--- src/rtl/riscv_multicycle_ctrl.sv ---
// riscv_multicycle_ctrl
//   Multicycle RV32I control FSM. It steps each instruction through fetch,
//   decode, execute, memory and writeback states, and drives the datapath
//   mux selects and write strobes. It stalls on the mem_ready handshake,
//   flags illegal opcodes, and counts retired instructions.
// Ports:
//   clk, reset      - clock; synchronous active-high reset
//   opcode          - instr[6:0] from the instruction register
//   mem_ready       - memory access completes this cycle
//   PCUpdate, Branch, RegWrite, MemWrite, IRWrite - write strobes
//   AdrSrc, ResultSrc, ALUSrcA, ALUSrcB, ALUOp, ImmSrc - datapath selects
//   illegal_instr   - one-cycle pulse in TRAP
//   state_o         - current state code (debug)
//   instret         - retired-instruction count
module riscv_multicycle_ctrl #(
  parameter bit MEM_HANDSHAKE = 1'b1,
  parameter bit ILLEGAL_TRAP  = 1'b1,
  parameter int CNT_W         = 32
) (
  input  logic             clk,
  input  logic             reset,
  input  logic [6:0]       opcode,
  input  logic             mem_ready,
  output logic             PCUpdate,
  output logic             Branch,
  output logic             RegWrite,
  output logic             MemWrite,
  output logic             IRWrite,
  output logic             AdrSrc,
  output logic [1:0]       ResultSrc,
  output logic [1:0]       ALUSrcA,
  output logic [1:0]       ALUSrcB,
  output logic [1:0]       ALUOp,
  output logic [2:0]       ImmSrc,
  output logic             illegal_instr,
  output logic [3:0]       state_o,
  output logic [CNT_W-1:0] instret
);

  localparam logic [6:0] OP_R     = 7'b0110011;
  localparam logic [6:0] OP_IMM   = 7'b0010011;
  localparam logic [6:0] OP_LOAD  = 7'b0000011;
  localparam logic [6:0] OP_JALR  = 7'b1100111;
  localparam logic [6:0] OP_STORE = 7'b0100011;
  localparam logic [6:0] OP_BR    = 7'b1100011;
  localparam logic [6:0] OP_LUI   = 7'b0110111;
  localparam logic [6:0] OP_AUIPC = 7'b0010111;
  localparam logic [6:0] OP_JAL   = 7'b1101111;

  typedef enum logic [3:0] {
    S_FETCH    = 4'd0,
    S_DECODE   = 4'd1,
    S_MEMADR   = 4'd2,
    S_MEMREAD  = 4'd3,
    S_MEMWB    = 4'd4,
    S_MEMWRITE = 4'd5,
    S_EXECR    = 4'd6,
    S_EXECI    = 4'd7,
    S_ALUWB    = 4'd8,
    S_BRANCH   = 4'd9,
    S_JAL      = 4'd10,
    S_JALR     = 4'd11,
    S_LUI      = 4'd12,
    S_TRAP     = 4'd13
  } state_t;

  state_t           state_q, state_d;
  logic [CNT_W-1:0] instret_q, instret_d;
  logic             ready, retire;
  logic             pc_upd, br, rw, mw, irw, ill;

  // Without the handshake every memory access completes in one cycle.
  assign ready   = mem_ready | ~MEM_HANDSHAKE;
  assign state_o = state_q;
  assign instret = instret_q;

  always_ff @(posedge clk) begin
    if (reset) begin
      state_q   <= S_FETCH;
      instret_q <= '0;
    end else begin
      state_q   <= state_d;
      instret_q <= instret_d;
    end
  end

  always_comb begin
    state_d   = state_q;
    retire    = 1'b0;
    pc_upd    = 1'b0;
    br        = 1'b0;
    rw        = 1'b0;
    mw        = 1'b0;
    irw       = 1'b0;
    ill       = 1'b0;
    AdrSrc    = 1'b0;
    ResultSrc = 2'b00;
    ALUSrcA   = 2'b00;
    ALUSrcB   = 2'b00;
    ALUOp     = 2'b00;
    case (state_q)
      S_FETCH: begin
        ALUSrcB   = 2'b10;
        ResultSrc = 2'b10;
        if (ready) begin
          irw     = 1'b1;
          pc_upd  = 1'b1;
          state_d = S_DECODE;
        end
      end
      S_DECODE: begin
        // OldPC+imm lands in ALUOut for branch/JAL/AUIPC targets.
        ALUSrcA = 2'b01;
        ALUSrcB = 2'b01;
        case (opcode)
          OP_LOAD, OP_STORE: state_d = S_MEMADR;
          OP_R:              state_d = S_EXECR;
          OP_IMM:            state_d = S_EXECI;
          OP_BR:             state_d = S_BRANCH;
          OP_JAL:            state_d = S_JAL;
          OP_JALR:           state_d = S_JALR;
          OP_LUI:            state_d = S_LUI;
          OP_AUIPC:          state_d = S_ALUWB;
          default: begin
            if (ILLEGAL_TRAP) begin
              state_d = S_TRAP;
            end else begin
              // Unknown opcode retires as a NOP.
              state_d = S_FETCH;
              retire  = 1'b1;
            end
          end
        endcase
      end
      S_MEMADR: begin
        ALUSrcA = 2'b10;
        ALUSrcB = 2'b01;
        state_d = (opcode == OP_STORE) ? S_MEMWRITE : S_MEMREAD;
      end
      S_MEMREAD: begin
        AdrSrc = 1'b1;
        if (ready) state_d = S_MEMWB;
      end
      S_MEMWB: begin
        ResultSrc = 2'b01;
        rw        = 1'b1;
        state_d   = S_FETCH;
        retire    = 1'b1;
      end
      S_MEMWRITE: begin
        // The write strobe is held through every wait cycle.
        AdrSrc = 1'b1;
        mw     = 1'b1;
        if (ready) begin
          state_d = S_FETCH;
          retire  = 1'b1;
        end
      end
      S_EXECR: begin
        ALUSrcA = 2'b10;
        ALUOp   = 2'b10;
        state_d = S_ALUWB;
      end
      S_EXECI: begin
        ALUSrcA = 2'b10;
        ALUSrcB = 2'b01;
        ALUOp   = 2'b10;
        state_d = S_ALUWB;
      end
      S_ALUWB: begin
        rw      = 1'b1;
        state_d = S_FETCH;
        retire  = 1'b1;
      end
      S_BRANCH: begin
        ALUSrcA = 2'b10;
        ALUOp   = 2'b01;
        br      = 1'b1;
        state_d = S_FETCH;
        retire  = 1'b1;
      end
      S_JAL: begin
        // The PC takes the target from ALUOut; the ALU forms OldPC+4 as the link value.
        ALUSrcA = 2'b01;
        ALUSrcB = 2'b10;
        pc_upd  = 1'b1;
        state_d = S_ALUWB;
      end
      S_JALR: begin
        ALUSrcA = 2'b10;
        ALUSrcB = 2'b01;
        state_d = S_JAL;
      end
      S_LUI: begin
        ResultSrc = 2'b11;
        rw        = 1'b1;
        state_d   = S_FETCH;
        retire    = 1'b1;
      end
      S_TRAP: begin
        ill     = 1'b1;
        state_d = S_FETCH;
      end
      default: state_d = S_FETCH;
    endcase
  end

  always_comb begin
    instret_d = instret_q + {{(CNT_W-1){1'b0}}, retire};
  end

  // Strobes are suppressed for the whole reset cycle, not just after the edge.
  always_comb begin
    PCUpdate      = pc_upd & ~reset;
    Branch        = br     & ~reset;
    RegWrite      = rw     & ~reset;
    MemWrite      = mw     & ~reset;
    IRWrite       = irw    & ~reset;
    illegal_instr = ill    & ~reset;
  end

  always_comb begin
    case (opcode)
      OP_LOAD, OP_IMM, OP_JALR: ImmSrc = 3'b000;
      OP_STORE:                 ImmSrc = 3'b001;
      OP_BR:                    ImmSrc = 3'b010;
      OP_JAL:                   ImmSrc = 3'b011;
      OP_LUI, OP_AUIPC:         ImmSrc = 3'b100;
      default:                  ImmSrc = 3'b000;
    endcase
  end

endmodule

--- config.mk ---
export PLATFORM = sky130hd
export DESIGN_NAME = riscv_multicycle_ctrl
export DESIGN_NICKNAME = d
export VERILOG_FILES = /design/src/rtl/riscv_multicycle_ctrl.sv
export SDC_FILE = /design/constraint.sdc
export NUM_CORES = 1
export LEC_CHECK = 0
export ABC_CLOCK_PERIOD_IN_PS = 3070
export BUFFER_PORTS_ARGS = -buffer_cell sky130_fd_sc_hd__buf_2
export CAP_MARGIN = 0
export CORE_UTILIZATION = 40
export CTS_CLUSTER_DIAMETER = 120
export DETAILED_ROUTE_END_ITERATION = 12
export HOLD_SLACK_MARGIN = 0.03
export RECOVER_POWER = 50
export SYNTH_ARGS = -nofsm -noshare
export SYNTH_HDL_FRONTEND = slang
export SYNTH_SLANG_ARGS = --single-unit
--- constraint.sdc ---
create_clock -name clk -period 3.07 [get_ports clk]
set_input_delay 0.614 -clock clk [delete_from_list [all_inputs] [get_ports clk]]
set_output_delay 0.614 -clock clk [all_outputs]
set_load 0.01 [all_outputs]
-- Yosys cells after proc, flatten, opt, wreduce, memory -nomap -nowiden
Cells that the tools add are included.
- muxes and demuxes: 20
- reduce and logical (&&, ||, !) cells: 13
- bitwise operators: 7
- equal/unequal tests: 25
- $add $sub $neg: 1
- operator list (cell ; number):
    32-bit by 1-bit adder with 32-bit output ; 1
    4-bit case mux with 8 select lines ; 1
    4-bit case mux with 7 select lines ; 1
    4-bit == test, second input constant ; 6
    7-bit by 6-bit == test with 1-bit output, second input constant ; 3
    7-bit == test, second input constant ; 3
    4-bit by 3-bit == test with 1-bit output, second input constant ; 4
    7-bit by 5-bit == test with 1-bit output, second input constant ; 2
    4-bit two-way mux ; 3
    2-bit case mux with 2 select lines ; 3
    3-bit case mux with 4 select lines ; 1
    2-bit OR reduction ; 6
    4-bit by 2-bit == test with 1-bit output, second input constant ; 2
    4-bit OR reduction ; 2
    7-bit by 2-bit == test with 1-bit output, second input constant ; 1
    1-bit two-way mux ; 7
    1-bit AND ; 6
    2-bit inequality test, second input constant ; 3
    2-bit case mux with 3 select lines ; 1
    3-bit OR reduction ; 2
    5-bit OR reduction ; 1
    4-bit by 1-bit == test with 1-bit output, second input constant ; 1
    4-bit logical NOT ; 1
    1-bit case mux with 2 select lines ; 2
    3 further kinds ; 3
- flip-flop bits (word level): 36
- input bits: 10

-- Logic depth before layout (Yosys ltp)
- depth after elaboration: 4
- depth in mapped cells: 11
- gate-level depth less buffers: 9

-- Least setup slack after synthesis
No wires, ideal clock.
- path type: register to register
- from: register state_q[2], in the netlist state_o[2]
- to: register instret_q[28], in the netlist instret[28]
- period minus slack after synthesis: 2.909 ns
- stages on the path, launching flop included: 11
- path buffers: 2
- path slack: 0.161 ns
- data arrival time: 2.839 ns
- data required time: 3.000 ns
- setup time: 0.070 ns
- cells stage by stage: dfxtp_1 -> clkbuf_1 -> clkbuf_1 -> o21ai_0 -> a21oi_1 -> ha_1 -> ha_1 -> nand4_1 -> or4_4 -> or4_1 -> a21oi_1
- longest elaborated chain between the ends: 4
- elaborated cells between the ends (all ways): 8
- those cells by class: 1 x add/sub; 5 x eq/ne; 1 x mux; 1 x reduce/logical
- ends and longest elaborated chain (element ; RTL line ; RTL):
    from (decl) ; 67 ; state_t state_q, state_d;
    from (signal assigned) ; 82 ; state_q <= state_d;
    4-bit == test or 4-bit by 3-bit == test with 1-bit output (tied branches) ; 101 ; case (state_q)
    4-bit OR reduction (no line) ; n/a ;
    1-bit case mux with 2 select lines * ; 101 ;
    32-bit by 1-bit adder with 32-bit output * ; 209 ; instret_d = instret_q + {{(CNT_W-1){1'b0}}, retire};
    to (signal assigned) ; 83 ; instret_q <= instret_d;
    to (decl) ; 68 ; logic [CNT_W-1:0] instret_q, instret_d;
Every way passes the cells marked *; elsewhere a longest branch is shown, timed or not.
A chain may end at the register's enable or synchronous reset.

-- Final worst setup path
- from: register state_q[1], in the netlist state_o[1]
- to: output port ALUSrcB[0]
- longest elaborated chain between the ends: 3
- elaborated cells between the ends (all ways): 9
- those cells by class: 5 x eq/ne; 1 x mux; 3 x reduce/logical
- ends and longest elaborated chain (element ; RTL line ; RTL):
    4-bit by 1-bit == test with 1-bit output, or another cell as far along ; 101 ;
    4-bit OR reduction (no line) or 2-bit OR reduction (tied branches) ; n/a ;
    2-bit case mux with 2 select lines * ; 101 ;
    to (decl) ; 32 ; output logic [1:0] ALUSrcB,
Marks and branches as above.

==> flow_results.org <==
** Outcome
- Result of the run :: finished clean

** Setup path
- Max stage delay on crit path :: 650 ps
- Together, buffers and inverters on the worst path number 2.
- Cell depth of the worst flop-to-flop path :: 9
- Data arrives at the worst endpoint at 2150 ps.
- Logic depth of the worst setup path including buffers :: 6
- Required time at the worst-slack endpoint :: ~2500 ps
- Critical path fanouts, max :: 21
- Crit path max-delay family :: buffers and inverters
- Highest-delay cell along the critical path :: sky130_fd_sc_hd__clkbuf_1
- Setup crit end kind :: output pin
- Startpoint Class :: flip-flop
- Cell chain of the critical path :: clkbuf_1 > nand2b_1 > nand2b_1 > o21ai_0 > o21ai_0 > buf_2
- Kind of critical path :: reg -> out

** Place
- Post-DP Area :: approximately 2500 um2
- Buffers added on ports :: 63
- DP Wirelength :: roughly 3700 um
- The congestion estimate from routability-driven global placement came to 0.848.

** Die
- The core region is 5110 um2.
- The floorplan step defined a die boundary enclosing 5570 um2.
- In this run the vertical extent of the chip is between 70 and 80 um.
- The initialized floorplan defines 26 standard-cell rows.
- Width of the die :: between 70 and 80 um
- During I/O placement, the number of pins put on the boundary was 64.
- For this configuration, the core starts out at a cell density of 0.414.

** Yosys
- After synthesis, the largest family of logic cells by area is simple AND/OR/NAND/NOR gates.
- sky130_fd_sc_hd__dfxtp_1 takes more of the synthesized area than any other cell.
- Summing every instance area after synthesis gives 2110 um2.
- Counting flops with an async set or reset pin after synthesis yields a share of 0.
- In the synthesized netlist, the cells that appear most often are sky130_fd_sc_hd__dfxtp_1 (36), sky130_fd_sc_hd__a21oi_1 (29), sky130_fd_sc_hd__nor2_1 (23), sky130_fd_sc_hd__o21ai_0 (20), sky130_fd_sc_hd__nand2_1 (19).
- Of the total synthesized cell area, the portion taken by full adders, half adders and majority gates is 0.0118.
- The share of the synthesized area in compound gates (AO/OA/AOI/OAI) is 0.188.
- Synth warnings :: 0
- Counting every instance in the synthesized netlist gives roughly 280.
- Top cells by area, synth :: sky130_fd_sc_hd__dfxtp_1 (34%), sky130_fd_sc_hd__a21oi_1 (6.9%), sky130_fd_sc_hd__o21ai_0 (4.7%)
- Xor/xnor share of the synthesized area :: 0.0581
- Measured against the total synthesized area, the mux share comes to 0.00533.
- Of the total synthesized cell area, the portion taken by AND, OR, NAND and NOR gates is 0.351.
- After synthesis the netlist holds a flip-flop and latch count of 36.
- Among all cell types in the netlist, the one instantiated most often is sky130_fd_sc_hd__dfxtp_1.
- Fraction of post-synthesis cell area in the top cell type by area :: 0.341
- Sequential element share of the synthesized area :: 0.341
- Counting every net in the synthesized netlist gives 289.
- Average cell area after synthesis :: about 7.6 um2
- Yosys mapped a number of flops with a built-in enable equal to 0.
- Synth unique cells :: 40
- Primary FF master, synth :: sky130_fd_sc_hd__dfxtp_1

** Global routing
- For this run, global-route usage on met2 was measured as 0.345.
- The number of antenna violations at the first check in global routing was 0.
- Entering global routing, the biggest net connects 25 pins.
- Number of global-route vias before repair :: 1966
- For met1 alone, demand over resource in global routing was 0.245.
- The total overflow left after global routing is 0.
- In the global route stage, met3 resource usage came out at 0.0402.
- Global-route total usage across every layer :: 0.198
- Wire length of the first global-routing pass :: about 8600 um
- Peak-usage layer in the global routing report :: met2

** Cells and area
- Summing all flip-flop and latch instances after layout gives 721 um2.
- In the final layout, the share of cells above drive strength 1 is 0.153.
- At the end of the flow, the number of nets in the layout was about 350.
- Final non-filler cell area :: approximately 2600 um2
- Multi-input gate area in the final layout :: 1300 um2
- The filler cells instantiated in the layout total 553.
- The repair_antennas step left the layout with diodes totalling 0.
- Post-synthesis to final-layout area growth :: 21.0%
- Fin util :: 0.500

** STA
- Final sum of negative setup slack :: 0 ps
- Final Hold Viols :: 0
- The clock period could shrink to between 2000 and 3000 ps.
- For the final database, setup skew stands at 15.2 ps.
- Setup repair after global routing left no endpoint under its margin.
- In the finished design, the share of the clock period the worst path needs comes to 0.899.
- For the pin with the worst max-slew slack, the measured transition is 855 ps.
- Setup violations remaining at the end of the flow were counted as 0.
- On the final layout, the worst hold slack is ~480 ps.
- Headroom to the max-slew limit came out at 0.430.
- Number of slew-limit violations in the final report :: 0
- Derived from the worst setup path, the maximum achievable clock frequency is 362 MHz.

** Drt
- In this run, the number of DRC markers left after iteration 0 of detailed routing was 83.
- Via count :: 2260
- After detailed routing, the average wire length per cell comes to 12.7 um.
- Remaining design rule violation count :: 0
- Via-to-Cell Ratio :: approximately 5.5
- In this run the remaining antenna-violating nets after routing total 0.
- Before antenna repair, the detailed router went through 4 iterations.
- The final layout contains routed wiring with a total length of roughly 5200 um.

** Clocking
- Buffers inserted during clock tree synthesis total 5.
- Count of hold-fix buffers inserted at cts :: 0
- The number of setup buffers added after CTS is 0.
- # clock sinks :: 36
- After clock tree synthesis, the clock-pin slew on the worst setup and hold paths is 80 ps.
- The H-tree generated during clock tree synthesis spans 2 levels.
- Maximum number of buffers from clock root to sink :: 2
- TritonCTS built the clock tree.
- In this run, post-CTS repair resized a total of 0 instances.
- The root buffer cell chosen for the clock tree is sky130_fd_sc_hd__clkbuf_8.
- Clock latency at the later pin of the worst-skew pair :: 300 ps

** Power
- Peak supply drop :: 0.177 mV
- Static leakage power :: roughly 0.0009 uW
- Power Density :: approximately 390 nW/um2

** Hold path
- Worst hold path cell count :: 2
- The tightest min-delay check is of the reg -> reg type.

** Job
- The tool flagged a number of max-cap violations equal to 0.
## routing by layer
layer,part of all wire,vias up
met5,0,-
met4,0.014,0
met3,0.042,7
met2,0.47,55
met1,0.47,1038
li1,-,1160
## flip-flops by register name, indices dropped and copies added (netlist names)
| name | flops |
|---|---|
| instret | 32 |
| state_o | 4 |
## layout by cell type (no fill, tap or decap), types with 2 or more instances in the layout
cell type | Yosys | final
sky130_fd_sc_hd__o31ai_1 | 9 | 9
sky130_fd_sc_hd__nor3_1 | 10 | 10
sky130_fd_sc_hd__dfxtp_1 | 36 | 36
sky130_fd_sc_hd__nand2_1 | 19 | 19
sky130_fd_sc_hd__nor2b_1 | 6 | 6
sky130_fd_sc_hd__or3_1 | 9 | 9
sky130_fd_sc_hd__buf_2 | 1 | 29
sky130_fd_sc_hd__nor4_1 | 4 | 4
sky130_fd_sc_hd__and2_1 | 2 | 2
sky130_fd_sc_hd__nor2_1 | 23 | 23
sky130_fd_sc_hd__nand3b_1 | 2 | 2
sky130_fd_sc_hd__and3_1 | 3 | 3
sky130_fd_sc_hd__o21ai_0 | 20 | 20
sky130_fd_sc_hd__nand2b_1 | 5 | 5
sky130_fd_sc_hd__a21bo_2 | 2 | 2
sky130_fd_sc_hd__a21oi_1 | 29 | 29
sky130_fd_sc_hd__inv_1 | 6 | 6
sky130_fd_sc_hd__xor2_1 | 10 | 10
sky130_fd_sc_hd__nand3_1 | 14 | 14
sky130_fd_sc_hd__and4_1 | 7 | 7
sky130_fd_sc_hd__clkbuf_1 | 15 | 37
sky130_fd_sc_hd__xnor2_1 | 4 | 4
sky130_fd_sc_hd__and4_2 | 3 | 3
sky130_fd_sc_hd__or4_1 | 9 | 9
sky130_fd_sc_hd__ha_1 | 2 | 2
sky130_fd_sc_hd__a31oi_1 | 2 | 2
sky130_fd_sc_hd__nand4_1 | 10 | 10
sky130_fd_sc_hd__clkinv_2 | 0 | 2
sky130_fd_sc_hd__buf_4 | 0 | 6
sky130_fd_sc_hd__clkbuf_8 | 0 | 5
## worst paths after layout
| path | from | to | slack [ps] |
|---|---|---|---|
| setup reg to reg | state_o[2] | instret[28] | 460 |
| setup / recovery | state_o[1] | ALUSrcB[0] | 310 |
| hold / removal | instret[31] | instret[31] | 480 |
| hold reg to reg | instret[31] | instret[31] | 480 |
## per-stage QoR
stage | total power (uW) | std cells | setup slack [ps]
after floorplan | 602 | 277 | 161
after global placement | 669 | 402 | 175
after detailed placement | 666 | 402 | 118
after CTS | 1000 | 410 | 418
after global routing | 1040 | 410 | 112
final | 987 | 410 | 309
## worst min-delay path, delay by kind of cell, from the launching register on
| family | cells | cell delay, ps |
|---|---|---|
| flops | 1 | 320 |
| compound gates | 2 | 110 |
## report_power, final
group          leakage (uW)  switching (uW)  internal, uW
clock network     0.0000479             178           158
registers          0.000290            5.76           474
logic              0.000559             104          65.9
## cell type report
type,instances,area share
Multi-Input combinational cell,216,0.507
Sequential cell,36,0.282
Timing Repair Buffer,74,0.133
Inverter,6,0.00881
Tap cell,70,0.0343
Clock buffer,5,0.0269
Clock inverter,3,0.00735
## cells by family after synthesis
family | Yosys count
adder cells (fa/ha/maj) | 2
XOR/XNOR | 14
multiplexers | 1
AO/OA/AOI/OAI | 68
AND/OR/NAND/NOR | 131
buffers and inverters | 25
flip-flops | 36
(Power assumes the default switching activity.)
